$ cat config.mk
export PLATFORM = sky130hd
export DESIGN_NAME = alu_arbiter
export DESIGN_NICKNAME = d
export VERILOG_FILES = /design/src/rtl/alu_arbiter_pkg.sv /design/src/rtl/alu_arbiter_rr.sv /design/src/rtl/alu_arbiter.sv
export SDC_FILE = /design/constraint.sdc
export NUM_CORES = 1
export LEC_CHECK = 0
export ABC_AREA = 1
export BUFFER_PORTS_ARGS = -buffer_cell sky130_fd_sc_hd__buf_2
export CORE_AREA = 5 5 125 127
export CTS_CLUSTER_DIAMETER = 60
export DETAILED_ROUTE_END_ITERATION = 7
export DIE_AREA = 0 0 130 132
export GPL_TIMING_DRIVEN = 0
export PLACE_DENSITY = 0.81
export REMOVE_ABC_BUFFERS = 1
export SLEW_MARGIN = 20
export SYNTH_ARGS = -nofsm -noshare
export SYNTH_HDL_FRONTEND = slang
export SYNTH_HIERARCHICAL = 1
export SYNTH_SLANG_ARGS = --single-unit
$ cat constraint.sdc
create_clock -name clk_i -period 2.23 [get_ports clk_i]
set_clock_uncertainty 0.1 [all_clocks]
set_input_delay 0.223 -clock clk_i [delete_from_list [all_inputs] [get_ports clk_i]]
set_output_delay 0.223 -clock clk_i [all_outputs]
set_load 0.01 [all_outputs]
$ cat src/rtl/alu_arbiter_pkg.sv
// Shared definitions for the ALU arbiter: opcode encodings and FSM state encoding.
package alu_arbiter_pkg;

  localparam logic [4:0] ALU_ADD = 5'd0;
  localparam logic [4:0] ALU_SUB = 5'd1;
  localparam logic [4:0] ALU_AND = 5'd2;
  localparam logic [4:0] ALU_OR  = 5'd3;
  localparam logic [4:0] ALU_XOR = 5'd4;
  localparam logic [4:0] ALU_SLL = 5'd5;
  localparam logic [4:0] ALU_SRL = 5'd6;
  localparam logic [4:0] ALU_SRA = 5'd7;
  localparam logic [4:0] ALU_LTS = 5'd8;
  localparam logic [4:0] ALU_LTU = 5'd9;
  localparam logic [4:0] ALU_GES = 5'd10;
  localparam logic [4:0] ALU_GEU = 5'd11;
  localparam logic [4:0] ALU_EQ  = 5'd12;
  localparam logic [4:0] ALU_NE  = 5'd13;

  typedef enum logic [1:0] {
    ARB_IDLE = 2'd0,
    ARB_EXEC = 2'd1,
    ARB_RESP = 2'd2
  } arb_state_e;

endpackage

$ cat src/rtl/alu_arbiter_rr.sv
// Two-way round-robin arbiter: on contention the requester that did not win last time is granted.
module rr_arbiter2 (
  input  logic [1:0] req_i,
  input  logic       last_grant_i,
  output logic [1:0] gnt_o
);

  assign gnt_o[0] = req_i[0] & (~req_i[1] |  last_grant_i);
  assign gnt_o[1] = req_i[1] & (~req_i[0] | ~last_grant_i);

endmodule

$ cat src/rtl/alu_arbiter.sv
// Shares one combinational ALU between the execute stage (port 0) and the CSR/debug unit (port 1).
//  state    | meaning
//  ARB_IDLE | waiting for a command, grant decided combinationally
//  ARB_EXEC | operands registered onto the ALU, result captured at the edge
//  ARB_RESP | response presented to the owner until it is consumed
module alu_arbiter
  import alu_arbiter_pkg::*;
#(
  parameter int XLEN = 32,
  parameter int OP_W = 5
) (
  input  logic            clk_i,
  input  logic            rstn_i,
  input  logic            r0_valid_i,
  output logic            r0_ready_o,
  input  logic [OP_W-1:0] r0_op_i,
  input  logic [XLEN-1:0] r0_a_i,
  input  logic [XLEN-1:0] r0_b_i,
  output logic            r0_rsp_valid_o,
  input  logic            r0_rsp_ready_i,
  output logic [XLEN-1:0] r0_result_o,
  output logic            r0_flag_o,
  input  logic            r1_valid_i,
  output logic            r1_ready_o,
  input  logic [OP_W-1:0] r1_op_i,
  input  logic [XLEN-1:0] r1_a_i,
  input  logic [XLEN-1:0] r1_b_i,
  output logic            r1_rsp_valid_o,
  input  logic            r1_rsp_ready_i,
  output logic [XLEN-1:0] r1_result_o,
  output logic            r1_flag_o,
  output logic [XLEN-1:0] alu_a_o,
  output logic [XLEN-1:0] alu_b_o,
  output logic [OP_W-1:0] alu_op_o,
  input  logic [XLEN-1:0] alu_result_i,
  input  logic            alu_flag_i,
  output logic            busy_o
);

  arb_state_e      state_q;
  logic            last_grant_q;
  logic            owner_q;
  logic [OP_W-1:0] op_q;
  logic [XLEN-1:0] a_q, b_q;
  logic [XLEN-1:0] res0_q, res1_q;
  logic            flag0_q, flag1_q;
  logic            rsp0_q, rsp1_q;
  logic [1:0]      gnt;

  rr_arbiter2 u_rr (
    .req_i        ({r1_valid_i, r0_valid_i}),
    .last_grant_i (last_grant_q),
    .gnt_o        (gnt)
  );

  assign r0_ready_o     = (state_q == ARB_IDLE) && gnt[0];
  assign r1_ready_o     = (state_q == ARB_IDLE) && gnt[1];
  assign alu_a_o        = a_q;
  assign alu_b_o        = b_q;
  assign alu_op_o       = op_q;
  assign r0_rsp_valid_o = rsp0_q;
  assign r1_rsp_valid_o = rsp1_q;
  assign r0_result_o    = res0_q;
  assign r1_result_o    = res1_q;
  assign r0_flag_o      = flag0_q;
  assign r1_flag_o      = flag1_q;
  assign busy_o         = (state_q != ARB_IDLE);

  always_ff @(posedge clk_i) begin
    if (!rstn_i) begin
      state_q      <= ARB_IDLE;
      last_grant_q <= 1'b1;  // requester 0 wins the first contention
      owner_q      <= 1'b0;
      op_q         <= '0;
      a_q          <= '0;
      b_q          <= '0;
      res0_q       <= '0;
      res1_q       <= '0;
      flag0_q      <= 1'b0;
      flag1_q      <= 1'b0;
      rsp0_q       <= 1'b0;
      rsp1_q       <= 1'b0;
    end else begin
      case (state_q)
        ARB_IDLE: begin
          if (r0_valid_i && r0_ready_o) begin
            op_q    <= r0_op_i;
            a_q     <= r0_a_i;
            b_q     <= r0_b_i;
            owner_q <= 1'b0;
            state_q <= ARB_EXEC;
          end else if (r1_valid_i && r1_ready_o) begin
            op_q    <= r1_op_i;
            a_q     <= r1_a_i;
            b_q     <= r1_b_i;
            owner_q <= 1'b1;
            state_q <= ARB_EXEC;
          end
        end
        ARB_EXEC: begin
          if (owner_q) begin
            res1_q  <= alu_result_i;
            flag1_q <= alu_flag_i;
            rsp1_q  <= 1'b1;
          end else begin
            res0_q  <= alu_result_i;
            flag0_q <= alu_flag_i;
            rsp0_q  <= 1'b1;
          end
          state_q <= ARB_RESP;
        end
        ARB_RESP: begin
          if ((rsp0_q && r0_rsp_ready_i) || (rsp1_q && r1_rsp_ready_i)) begin
            rsp0_q       <= 1'b0;
            rsp1_q       <= 1'b0;
            last_grant_q <= owner_q;
            state_q      <= ARB_IDLE;
          end
        end
        default: state_q <= ARB_IDLE;
      endcase
    end
  end

endmodule

==> summary by stage <==
Synthesis
The most frequently used flop master after synthesis is dfxtp_1. The cell taking the most area after synthesis is dfxtp_1. The gate count after technology mapping is 939.

After synthesis the netlist holds a flip-flop and latch count of 141. The area of the mapped netlist is 6480 um2. The number of enable flip-flop cells after synthesis is 0. The commonest cells after synthesis are nand2_1 (217), nor2_1 (142), dfxtp_1 (141).

After synthesis, the share of flip-flops with an asynchronous set or reset is 0%. Sequential elements use 43.6% of the synthesized area. The average cell area after synthesis is 6.90 um2. By area the synthesized netlist is led by dfxtp_1 (44%), nand2_1 (13%), nor2_1 (8.2%).

During synthesis, Yosys emitted a total of 6 warnings. Yosys mapped the design onto 18 distinct sky130hd cell types. The share of the synthesized area in the top cell type is 43.6%. The cell with the most instances after synthesis is nand2_1.

Worst setup path
At the worst endpoint, the required time is 1910 ps. The largest individual stage delay along the critical path comes from the cell clkbuf_8. The largest single stage delay on the critical path is 440 ps. The worst setup path is captured at a primary output. The critical setup path kind is in2out. STA classifies the critical path startpoint as a primary input. The maximum fanout count along the critical path is 74. The dominant cell type by count on the critical path is inv_1. The category of cells accounting for the largest share of critical-path delay is buffers and inverters. The combined buffer and inverter count along the critical path is 6.

The critical path arrival is 1810 ps. Traced cell by cell, the critical path runs through clkbuf_8 > inv_1 > a21oi_4 > buf_6 > buf_16 > inv_1 > nor2_1 > buf_2.

Run
The total of max-cap violations is 0.

Cells and area
The filler-free cell count of the finished design is 1452. The number of filler cells placed in the layout is 1206. The combined area of the multi-input logic cells is 3110 um2. The register area is 2820 um2. In the final design database the tool counted 1431 nets.

The layout-stage area growth over the synthesis result is 45.0%. The post-route netlist has 29.5% of its cells at a drive strength greater than 1.

Global route
The total track usage is 25.3%. The via count of the first global-routing pass is 6970. The initial antenna violation count is 5. For this run the aggregate overflow at the end of global routing stands at 0.

The wire length of the first global-routing pass is 34800 um. Entering global routing, the biggest net connects 81 pins.

Die
The die is 130 um wide. The count of boundary I/O pins is 317. The die covers 17200 um2. The starting density of the core is 45.3%.

The total area inside the core boundary comes to 14300 um2. The number of rows created at floorplan is 44. The die is 132 um tall.

Clock network
TritonCTS built the clock tree. The clock tree root driver cell is clkbuf_16. For the worst-skew pair, the clock arrives at the later sink with an insertion delay of 410 ps. After clock tree synthesis, the clock-pin slew on the worst setup and hold paths is 60 ps. The longest clock path from root to sink contains 2 buffers.

The number of clock sinks seen by CTS is 141. The number of buffers created by CTS is 17. The total number of H-tree levels is 4.

Placed design
The count of input and output buffers is 316. The placed wire-length estimate is 15100 um. Routability-driven placement finished with a final weighted congestion of 0.779. OpenSTA, run right after detailed placement, puts the worst setup slack at -1100 ps. The number of cells after detailed placement is 1369.

Hold path
The type of the most critical hold path is in2reg.

Routing
Detailed routing placed a total of 2630 um of wire on met3. The first routing iteration left 464 violations. The wire length per cell is 15.9 um.

The highest layer touched by signal routing is met5. The final routed wirelength across all metal layers is 23100 um. The via total after detailed routing is 7479. The ratio of routed vias to standard cells is 5.15. Once detail routing completed, the nets flagged for antenna violations numbered 0.

The first-pass iteration count of the detailed router is 5. The detailed router put a total of 8650 um of wire on met1. After detailed routing, the number of remaining DRC violations is 0. Detailed routing placed a total of 11300 um of wire on met2.

Outcome
The flow ran to the end, and the final reports show no timing, DRC or antenna violations.

Power
The ratio of total power to cell area is 764 nW/um2. Summed over all cells, the static leakage comes to 4.79 nW. The peak supply drop is 477 uV.

STA
The worst path in the final design needs a cycle of 2140 ps, including I/O delays and setup. The number of pins exceeding their max-slew limit in the final report is 0. Final hold analysis gives a worst-case slack of 15.3 ps.

The final count of hold timing violations came to 0. Setup violations remaining at the end of the flow were counted as 0. The minimum setup slack in the final design is 93.9 ps. Measured against its own limit, the worst slew margin works out to 63.7%. At the pin with the least slew margin, the transition time is 545 ps. The fraction of the cycle the final worst path needs is 95.8%. Derived from the worst setup path, the maximum achievable clock frequency is 468 MHz. Summed over all failing endpoints, the final setup total negative slack is 0 ps.
-- per-layer routing --
metal / vias up / GRT usage [%]
li1: 3684 / -
met1: 3389 / 28.9
met2: 346 / 42.3
met3: 52 / 9.76
met4: 8 / 9.93
met5: - / 0
-- placed cells by master (no fill, tap or decap), drive strengths merged --
| master | count |
|---|---|
| buf | 331 |
| nand4 | 69 |
| a21boi | 1 |
| clkinvlp | 1 |
| dlygate4sd3 | 42 |
| o211ai | 1 |
| dfxtp | 141 |
| clkbuf | 19 |
| nand3 | 8 |
| diode | 1 |
| nand3b | 69 |
| o21ai | 66 |
| a21oi | 71 |
| inv | 81 |
| clkinv | 3 |
| nand2 | 217 |
| nor2 | 143 |
| bufinv | 4 |
-- power by group --
| part | switching, mW | leakage [nW] | total (mW) | internal (mW) |
|---|---|---|---|---|
| Clock | 1.15 | 0.298 | 2.93 | 1.79 |
| Sequential | 0.0862 | 1.15 | 2.80 | 2.71 |
| Combinational | 0.814 | 3.34 | 1.45 | 0.638 |
| Total | 2.05 | 4.79 | 7.18 | 5.14 |
-- cells by family (layout without fill, tap and decap cells) --
kind of cell / after synthesis / count (layout) / synth area share (%)
buffers and inverters: 156 / 481 / 9.36
and+or+nand+nor: 503 / 506 / 36.2
AOI/OAI and AO/OA: 139 / 139 / 10.9
DFF: 141 / 141 / 43.6
other: 0 / 1 / 0
-- area by class of cell --
type / count / area share (%)
sequential: 141 / 30.0
multi-input combinational: 645 / 33.1
timing repair buffer: 374 / 24.7
clock buffer: 18 / 4.57
antenna: 1 / 0.0266
inverter: 75 / 3.14
tap: 184 / 2.45
clock inverter: 14 / 1.92
-- path summary, 6_finish.rpt --
kind / startpoint / depth (start not counted) / end / slack [ps]
worst max-delay path: r0_valid_i / 8 / r0_ready_o / 90
worst min-delay path: alu_result_i[7] / 3 / r1_result_o[7] / 20
worst max register to register: state_q[0] / 8 / alu_a_o[13] / 170
worst min register to register: r1_result_o[1] / 2 / r1_result_o[1] / 340
-- tightest hold or removal path, cell delays in order --
cell     delay (ps)
buf_2            90
o21ai_0          80
a21oi_1         100
-- repair_timing --
| item | in CTS | in global routing |
|---|---|---|
| resized for setup | 2 | 3 |
| setup endpoints to repair | 71 | 59 |
| endpoints found under the hold margin | 47 | 0 |
| setup buffers | 4 | 1 |
| pin swaps | 3 | 3 |
| cloned | 1 | 2 |
| hold buffers | 42 | 0 |
-- per-stage QoR --
stage          area, um2  power, mW  util [%]
2_1_floorplan       6160       3.55         -
3_3_place_gp        7970       4.12      55.7
3_5_place_dp        8280       4.19      57.8
4_1_cts             9350       7.21      65.3
5_1_grt             9400       7.52      65.7
6_report            9400       7.18      65.7
-- registers in the layout (all words and copies together) (netlist names) --
register        cells
r0_rsp_valid_o      1
state_q             2
r0_flag_o           1
alu_b_o            32
last_grant_q        1
owner_q             1
r1_result_o        32
alu_op_o            5
r0_result_o        32
r1_rsp_valid_o      1
r1_flag_o           1
alu_a_o            32
Note: power is estimated with default switching activity, not from simulation.
